==> src/rtl/mips_mem_if.sv <==
// mips_mem_if: data-bus bundle between the MEM stage and data memory.
//   req    master->slave  request, held until gnt
//   we     master->slave  1=write, 0=read
//   addr   master->slave  byte address
//   wdat   master->slave  write data
//   gnt    slave->master  request accepted this cycle
//   rvalid slave->master  read data valid
//   rdata  slave->master  read data
interface mips_mem_if #(
   parameter int ADDR_W = 32,
   parameter int DATA_W = 32
);
   logic              req;
   logic              we;
   logic [ADDR_W-1:0] addr;
   logic [DATA_W-1:0] wdat;
   logic              gnt;
   logic              rvalid;
   logic [DATA_W-1:0] rdata;

   modport master (output req, we, addr, wdat, input gnt, rvalid, rdata);
   modport slave  (input req, we, addr, wdat, output gnt, rvalid, rdata);
endinterface

==> src/rtl/mips_mem.sv <==
// mips_mem: MEM stage of the 5-stage pipeline.
//   Takes the registered EX->MEM bundle (ex2mem_*), performs the load/store on
//   the req/gnt/rvalid data bus and registers the MEM->WB bundle (mem2wb_*).
//   Load data replaces the ALU result for reads; non-memory ops pass through
//   with one cycle of latency. mem_stall (comb.) freezes IF/ID/EX while an
//   access is in flight; upstream holds ex2mem_* stable meanwhile.
// Ports:
//   clk, rst          clock, synchronous active-high reset
//   ex2mem_*          load/store request, address, store data, rd idx/data/wen
//   mem_stall         comb. stall to upstream stages
//   dbus              mips_mem_if master modport (data bus)
//   mem2wb_*          registered rd idx/data/wen to writeback
//   mem_misalign      registered 1-cycle pulse on a misaligned access
// Optional feature: define MIPS_MEM_ALIGN_CHK_EN to suppress accesses with
//   addr[1:0]!=0 and flag them on mem_misalign; otherwise mem_misalign is 0.
`ifndef MIPS_DATA_WIDTH
`define MIPS_DATA_WIDTH 32
`endif
`ifndef MIPS_ADDR_WIDTH
`define MIPS_ADDR_WIDTH 32
`endif
`ifndef MIPS_RFIDX_WIDTH
`define MIPS_RFIDX_WIDTH 5
`endif

module mips_mem #(
   parameter int DATA_W  = `MIPS_DATA_WIDTH,
   parameter int ADDR_W  = `MIPS_ADDR_WIDTH,
   parameter int RFIDX_W = `MIPS_RFIDX_WIDTH
) (
   input  logic               clk,
   input  logic               rst,
   input  logic               ex2mem_mem_read,
   input  logic               ex2mem_mem_write,
   input  logic [ADDR_W-1:0]  ex2mem_mem_addr,
   input  logic [DATA_W-1:0]  ex2mem_mem_wdat,
   input  logic [RFIDX_W-1:0] ex2mem_rd_idx,
   input  logic [DATA_W-1:0]  ex2mem_rd_wdat,
   input  logic               ex2mem_rd_wen,
   output logic               mem_stall,
   mips_mem_if.master         dbus,
   output logic [RFIDX_W-1:0] mem2wb_rd_idx,
   output logic [DATA_W-1:0]  mem2wb_rd_wdat,
   output logic               mem2wb_rd_wen,
   output logic               mem_misalign
);

   typedef enum logic [1:0] {IDLE, REQ, RESP} state_t;
   state_t state, state_n;

   logic rd, wr, misalign, access, done;

   // Read wins when both strobes are set; the write is dropped.
   assign rd = ex2mem_mem_read;
   assign wr = ex2mem_mem_write & ~ex2mem_mem_read;

`ifdef MIPS_MEM_ALIGN_CHK_EN
   assign misalign = (rd | wr) & (ex2mem_mem_addr[1:0] != 2'b00);
`else
   assign misalign = 1'b0;
`endif

   // A misaligned access is squashed: it never reaches the bus or stalls.
   assign access = (rd | wr) & ~misalign;

   assign dbus.addr = ex2mem_mem_addr;
   assign dbus.we   = wr;
   assign dbus.wdat = ex2mem_mem_wdat;
   assign dbus.req  = access & (state != RESP);

   // Stores finish on gnt; loads finish on rvalid, which only counts in RESP
   // so a stray rvalid before the grant cannot complete a load.
   assign done      = (state != RESP) ? (access & wr & dbus.gnt)
                                      : (access & dbus.rvalid);
   assign mem_stall = access & ~done;

   always_ff @(posedge clk) begin
      if (rst) state <= IDLE;
      else     state <= state_n;
   end

   always_comb begin
      state_n = state;
      case (state)
         IDLE, REQ: begin
            if (!access)       state_n = IDLE;
            else if (dbus.gnt) state_n = rd ? RESP : IDLE;
            else               state_n = REQ;
         end
         RESP: if (dbus.rvalid) state_n = IDLE;
         default: state_n = IDLE;
      endcase
   end

   always_ff @(posedge clk) begin
      if (rst) begin
         mem2wb_rd_idx  <= '0;
         mem2wb_rd_wdat <= '0;
         mem2wb_rd_wen  <= 1'b0;
         mem_misalign   <= 1'b0;
      end else begin
         mem_misalign <= misalign;
         if (mem_stall) begin
            // Bubble: keep idx/data, just suppress the write.
            mem2wb_rd_wen <= 1'b0;
         end else begin
            mem2wb_rd_idx  <= ex2mem_rd_idx;
            mem2wb_rd_wdat <= (rd && !misalign) ? dbus.rdata : ex2mem_rd_wdat;
            mem2wb_rd_wen  <= ex2mem_rd_wen & ~misalign;
         end
      end
   end

endmodule

==> src/flat_wrapper.sv <==
// flat-port wrapper written by rule: the top's interface ports become plain ports
module mips_mem_flat 
#(
   parameter int DATA_W  = `MIPS_DATA_WIDTH,
   parameter int ADDR_W  = `MIPS_ADDR_WIDTH,
   parameter int RFIDX_W = `MIPS_RFIDX_WIDTH
)
  (clk, rst, ex2mem_mem_read, ex2mem_mem_write, ex2mem_mem_addr, ex2mem_mem_wdat, ex2mem_rd_idx, ex2mem_rd_wdat, ex2mem_rd_wen, mem_stall, mem2wb_rd_idx, mem2wb_rd_wdat, mem2wb_rd_wen, mem_misalign, dbus_req, dbus_we, dbus_addr, dbus_wdat, dbus_gnt, dbus_rvalid, dbus_rdata);
  mips_mem_if #(.ADDR_W(ADDR_W), .DATA_W(DATA_W)) dbus_i ();
  input  logic clk;
  input  logic rst;
  input  logic ex2mem_mem_read;
  input  logic ex2mem_mem_write;
  input  logic [ADDR_W-1:0] ex2mem_mem_addr;
  input  logic [DATA_W-1:0] ex2mem_mem_wdat;
  input  logic [RFIDX_W-1:0] ex2mem_rd_idx;
  input  logic [DATA_W-1:0] ex2mem_rd_wdat;
  input  logic ex2mem_rd_wen;
  output logic mem_stall;
  output logic [RFIDX_W-1:0] mem2wb_rd_idx;
  output logic [DATA_W-1:0] mem2wb_rd_wdat;
  output logic mem2wb_rd_wen;
  output logic mem_misalign;
  output wire logic [$bits(dbus_i.req)-1:0] dbus_req;
  output wire logic [$bits(dbus_i.we)-1:0] dbus_we;
  output wire logic [$bits(dbus_i.addr)-1:0] dbus_addr;
  output wire logic [$bits(dbus_i.wdat)-1:0] dbus_wdat;
  input wire logic [$bits(dbus_i.gnt)-1:0] dbus_gnt;
  input wire logic [$bits(dbus_i.rvalid)-1:0] dbus_rvalid;
  input wire logic [$bits(dbus_i.rdata)-1:0] dbus_rdata;
  assign dbus_req = dbus_i.req;
  assign dbus_we = dbus_i.we;
  assign dbus_addr = dbus_i.addr;
  assign dbus_wdat = dbus_i.wdat;
  assign dbus_i.gnt = dbus_gnt;
  assign dbus_i.rvalid = dbus_rvalid;
  assign dbus_i.rdata = dbus_rdata;
  mips_mem #(.DATA_W(DATA_W), .ADDR_W(ADDR_W), .RFIDX_W(RFIDX_W)) u_core (.clk(clk), .rst(rst), .ex2mem_mem_read(ex2mem_mem_read), .ex2mem_mem_write(ex2mem_mem_write), .ex2mem_mem_addr(ex2mem_mem_addr), .ex2mem_mem_wdat(ex2mem_mem_wdat), .ex2mem_rd_idx(ex2mem_rd_idx), .ex2mem_rd_wdat(ex2mem_rd_wdat), .ex2mem_rd_wen(ex2mem_rd_wen), .mem_stall(mem_stall), .dbus(dbus_i), .mem2wb_rd_idx(mem2wb_rd_idx), .mem2wb_rd_wdat(mem2wb_rd_wdat), .mem2wb_rd_wen(mem2wb_rd_wen), .mem_misalign(mem_misalign));
endmodule
==> config.mk <==
export PLATFORM = sky130hd
export DESIGN_NAME = mips_mem_flat
export DESIGN_NICKNAME = d
export VERILOG_FILES = /design/src/rtl/mips_mem_if.sv /design/src/rtl/mips_mem.sv /design/src/flat_wrapper.sv
export SDC_FILE = /design/constraint.sdc
export NUM_CORES = 1
export LEC_CHECK = 0
export BUFFER_PORTS_ARGS = -buffer_cell sky130_fd_sc_hd__buf_2
export CORE_MARGIN = 10
export CORE_UTILIZATION = 40
export CTS_CLUSTER_SIZE = 8
export DETAILED_ROUTE_END_ITERATION = 8
export GPL_TIMING_DRIVEN = 0
export PLACE_DENSITY = 0.92
export SLEW_MARGIN = 15
export SYNTH_ARGS = -nofsm -noshare
export SYNTH_HDL_FRONTEND = slang
export SYNTH_SLANG_ARGS = --single-unit
==> constraint.sdc <==
create_clock -name clk -period 3.5 [get_ports clk]
set_input_delay 0.35 -clock clk [delete_from_list [all_inputs] [get_ports clk]]
set_output_delay 0.35 -clock clk [all_outputs]
set_load 0.01 [all_outputs]
; ---- Yosys cells after proc, flatten, opt, wreduce, memory -nomap -nowiden
; Index checks and enable logic that the tools add are counted.
[word_totals]
out_inout_bits = 106
reg_bits = 40
[classes]
reduce_logical = 3
eq_ne = 4
n_bitwise = 9
mux = 7
[ops]
columns = cell, count
row1 = 2-to-1 mux 32 bit, 1
row2 = 2-to-1 mux 2 bit, 4
row3 = AND 1 bit, 6
row4 = "inequality test 2 bit, second input constant", 2
row5 = case mux 2 bit (2 select lines), 1
row6 = OR reduction 2 bit, 2
row7 = "== test 2 x 1 -> 1 bit, second input constant", 1
row8 = "== test 2 bit, second input constant", 1
row9 = logical NOT 2 bit, 1
row10 = inverter 1 bit, 2
row11 = 2-to-1 mux 1 bit, 1
row12 = OR 1 bit, 1

; ---- Depth between registers and ports, before layout
[depth]
ltp_word = 9
mapped_depth = 6

; ---- Worst setup path after synthesis
; OpenSTA, ideal clock, no wires.
[synth_path]
kind = input -> register
from = input ex2mem_mem_read
to = register u_core.mem2wb_rd_wdat[10]
setup_ns = 0.123
required_time_ns = 3.377
arrival_time_ns = 1.500
setup_slack_ns = 1.877
cell_stages = 6
path_buffers = 3
path_cell_list = buf_2 > inv_1 > a311oi_2 > buf_6 > buf_12 > mux2_1
[synth_between]
elab_chain_len = 8
word_cells_on_any_way = 10
[synth_lines]
columns = element, line
row1 = "start, declared", flat_wrapper.sv:12  ; input logic ex2mem_mem_read;
row2 = inverter 1 bit, mips_mem.sv:55  ; assign wr = ex2mem_mem_write & ~ex2mem_mem_read;
row3 = AND 1 bit, mips_mem.sv:55
row4 = OR 1 bit, mips_mem.sv:64  ; assign access = (rd | wr) & ~misalign;
row5 = AND 1 bit (2 in series), mips_mem.sv:73  ; assign done = (state != RESP) ? (access & wr & dbus.gnt)
row6 = 2-to-1 mux 1 bit, mips_mem.sv:73
row7 = inverter 1 bit, mips_mem.sv:75  ; assign mem_stall = access & ~done;
row8 = AND 1 bit *, mips_mem.sv:75
row9 = net mem_stall, flat_wrapper.sv:19  ; output logic mem_stall;
row10 = "end signal, assigned", mips_mem.sv:108  ; mem2wb_rd_wdat <= (rd && !misalign) ? dbus.rdata : ex2mem_rd_wdat;
row11 = "end, declared", mips_mem.sv:43  ; output logic [DATA_W-1:0] mem2wb_rd_wdat,
; Mark *: on every way through the listed nets, which the timed path passes. The rest lies on a longest branch.
; A chain may end at the register's enable or synchronous reset.

; ---- Worst setup path in the final report
[layout_path]
from = register u_core.state[1]
to = output mem_stall
[layout_between]
elab_chain_len = 4
[layout_lines]
columns = element, line
row1 = "start, declared", mips_mem.sv:49  ; state_t state, state_n;
row2 = "start signal, assigned", mips_mem.sv:79  ; else state <= state_n;
row3 = inequality test 2 bit, mips_mem.sv:73
row4 = 2-to-1 mux 1 bit, mips_mem.sv:73
row5 = inverter 1 bit, mips_mem.sv:75
row6 = AND 1 bit, mips_mem.sv:75
row7 = "end, declared", flat_wrapper.sv:19
; No other way between the ends.

==> flow_summary.json <==
{
  "vias": 2452,
  "cts_buffer_depth": 2,
  "die_w_um": 100,
  "finalMaxSlewViolations": 0,
  "antenna_found_initial": 0,
  "period_share": 0.588,
  "clk_pin_slew_worst_paths_ns": 0.08,
  "dp_hpwl_mm": 7.99,
  "endpoint_kind": "output pin",
  "async_reset_ff_frac": 0,
  "crit_path_end": "mem_stall",
  "ys_seq_area_frac": 0.310,
  "rsz0062_at_grt": "false",
  "crit_arrival_ns": 1.71,
  "drive_gt1_frac": 0.624,
  "synthMuxAreaShare": 0.283,
  "n_antenna_cell": 0,
  "timing.rr.start": "u_core.state[1]",
  "outcome": "completed",
  "row_count": 29,
  "cap_violations": 0,
  "ctsHoldBuffers": 0,
  "grt_pass1_vias": 2706,
  "wirelength_mm": 9.12,
  "r2r-end": "u_core.mem2wb_rd_wdat[10]",
  "area_growth_pct": 41.7,
  "wl_per_cell_um": 16.9,
  "netlist_instances": 277,
  "ant_nets": 0,
  "fin_hold_ws_ns": 0.274,
  "die_h_um": 100,
  "routed_via_density": 4.54,
  "max_freq_ghz": 0.486,
  "final_hold_viol_count": 0,
  "dr.pass1.iters": 4,
  "leakage_nw": 2.06,
  "overflow": 0,
  "ys_ff_latch": 40,
  "reg2regPathDepth": 5,
  "drc": 0,
  "grt_pass1_wl_mm": 13.7,
  "grt_max_degree": 12,
  "cts_tree": "built",
  "cts_inserted_buffers": 5,
  "synth_cell_types": 22,
  "cts_setup_buffers": 0,
  "worstSetupPathType": "register to output pin",
  "syn-mean-instance-area_um2": 9.34,
  "mappedNetlistArea_um2": 2590,
  "finalInstanceArea_um2": 3660,
  "die-area_um2": 10100,
  "synth_compound_area_frac": 0.00919,
  "post_dp_cell_area_um2": 3570,
  "gp_congestion": 0.731,
  "synth_nets": 417,
  "synthXorXnorAreaFrac": 0,
  "yosys_most_used_dff": "dfxtp_1",
  "startpoint_type": "register",
  "pin_count": 246,
  "p_total_w": 0.00121,
  "cp_max_fo": 10,
  "fin_setup_tns_ns": 0,
  "core_area_um2": 6310,
  "ctsHtreeMaxLevel": 2,
  "synth_top_family_by_area": "multiplexers",
  "cp.required_ns": 3.15,
  "ff2ff_setup_slack_ns": 1.77,
  "synthSimpleGateAreaFrac": 0.169,
  "finalClockSkew_ns": 0.00322,
  "power-per-cell-area_nw_per_um2": 330,
  "setup_viol": 0,
  "port_buffers": 178,
  "final_nets": 602,
  "first_iter_violations": 34,
  "ir_drop_v": 0.000201,
  "insertion_delay_ns": 0.28,
  "final_util": 0.580,
  "cp-startpoint": "u_core.state[1]",
  "nFillCells": 591,
  "min_period_ns": 2.06,
  "hold_class": "input pin to register",
  "grt_usage": 0.165,
  "cts-root-buf": "clkbuf_8",
  "cts-resized-gates": 0,
  "synth_fa_ha_area_frac": 0,
  "yosysWarnings": 0,
  "cts_sinks": 40,
  "synth-edff-count": 0,
  "start_util": 0.410
}
==> worst min-delay path by stage <==
stage                                       start                       to  slack, ns  depth (start not counted)
after floorplan                          dbus_gnt          u_core.state[0]       0.43                          1
after global routing                     dbus_gnt          u_core.state[0]       0.26                          2
after global placement            u_core.state[1]          u_core.state[0]       0.45                          1
final                                    dbus_gnt          u_core.state[0]       0.27                          2
after CTS                                dbus_gnt          u_core.state[0]       0.26                          2
after detailed placement  u_core.mem2wb_rd_idx[4]  u_core.mem2wb_rd_idx[4]       0.47                          2
==> cells in the mapped netlist, drive strengths merged (5+ instances only) <==
library cell / count / share of area
nand2b: 11 / 0.027
nor2: 34 / 0.050
dfxtp: 40 / 0.31
nor2b: 34 / 0.082
mux2: 32 / 0.14
clkbuf: 5 / 0.0073
buf: 76 / 0.22
mux2i: 37 / 0.14
==> through the flow <==
stage               cells  setup WS, ns
detailed placement    532          1.58
global route          540          1.36
global placement      532          1.58
finish                540          1.44
floorplan             277          1.88
CTS                   540          1.41
==> critical path: stages (launching register included) <==
cell and delay (ns):
dfxtp_1 0.34, and3b_1 0.19, a311oi_2 0.39, buf_6 0.22
buf_12 0.15, buf_2 0.13
==> layer usage <==
metal | up-vias | global-route usage | part of all wire
met2 | 134 | 0.325 | 0.56
met4 | 0 | 0.0478 | 0.016
met3 | 10 | 0.0694 | 0.10
met1 | 1109 | 0.148 | 0.32
met5 | - | 0 | 0
li1 | 1199 | - | -
==> cells in the final DEF (no fill, tap or decap) <==
cell type | synthesis | layout
nor2_2 | 1 | 1
nor3b_1 | 1 | 1
buf_2 | 5 | 183
clkbuf_1 | 5 | 7
dfxtp_1 | 40 | 40
buf_1 | 2 | 2
mux2i_1 | 37 | 37
nand2b_1 | 11 | 11
conb_1 | 1 | 1
nand2_1 | 1 | 1
mux2_1 | 3 | 3
buf_4 | 67 | 67
clkbuf_8 | 0 | 6
nor2_1 | 33 | 33
nor4_1 | 1 | 1
a311oi_2 | 1 | 1
buf_6 | 1 | 1
o22a_1 | 1 | 1
inv_1 | 1 | 1
mux2_2 | 29 | 29
and3b_1 | 1 | 1
nor2b_1 | 34 | 34
buf_12 | 1 | 1
==> where the power goes <==
group / switching, W / internal (W)
clock network: 0.000154 / 0.000161
logic: 0.000170 / 0.000213
registers: 0.0000157 / 0.000494
==> area by class of cell <==
class | instances | area, µm² | area share
timing repair buffer | 178 | 891 | 0.243
clock buffer | 8 | 90.1 | 0.0246
sequential | 40 | 801 | 0.219
inverter | 1 | 3.75 | 0.00102
buffer | 81 | 586 | 0.160
tap | 77 | 96.3 | 0.0263
multi-input combinational | 155 | 1200 | 0.327
==> sequential cells by signal, summed over array words and instances, names as in the netlist <==
| register | cells |
|---|---|
| u_core.mem2wb_rd_idx | 5 |
| u_core.mem2wb_rd_wdat | 32 |
| u_core.mem2wb_rd_wen | 1 |
| u_core.state | 2 |
==> kinds of logic after synthesis <==
group                  count (synthesis)
other                                  1
DFF                                   40
AOI/OAI and AO/OA                      2
muxes                                 69
buffers and inverters                 82
and+or+nand+nor                       83
Note: power is estimated with default switching activity, not from simulation.
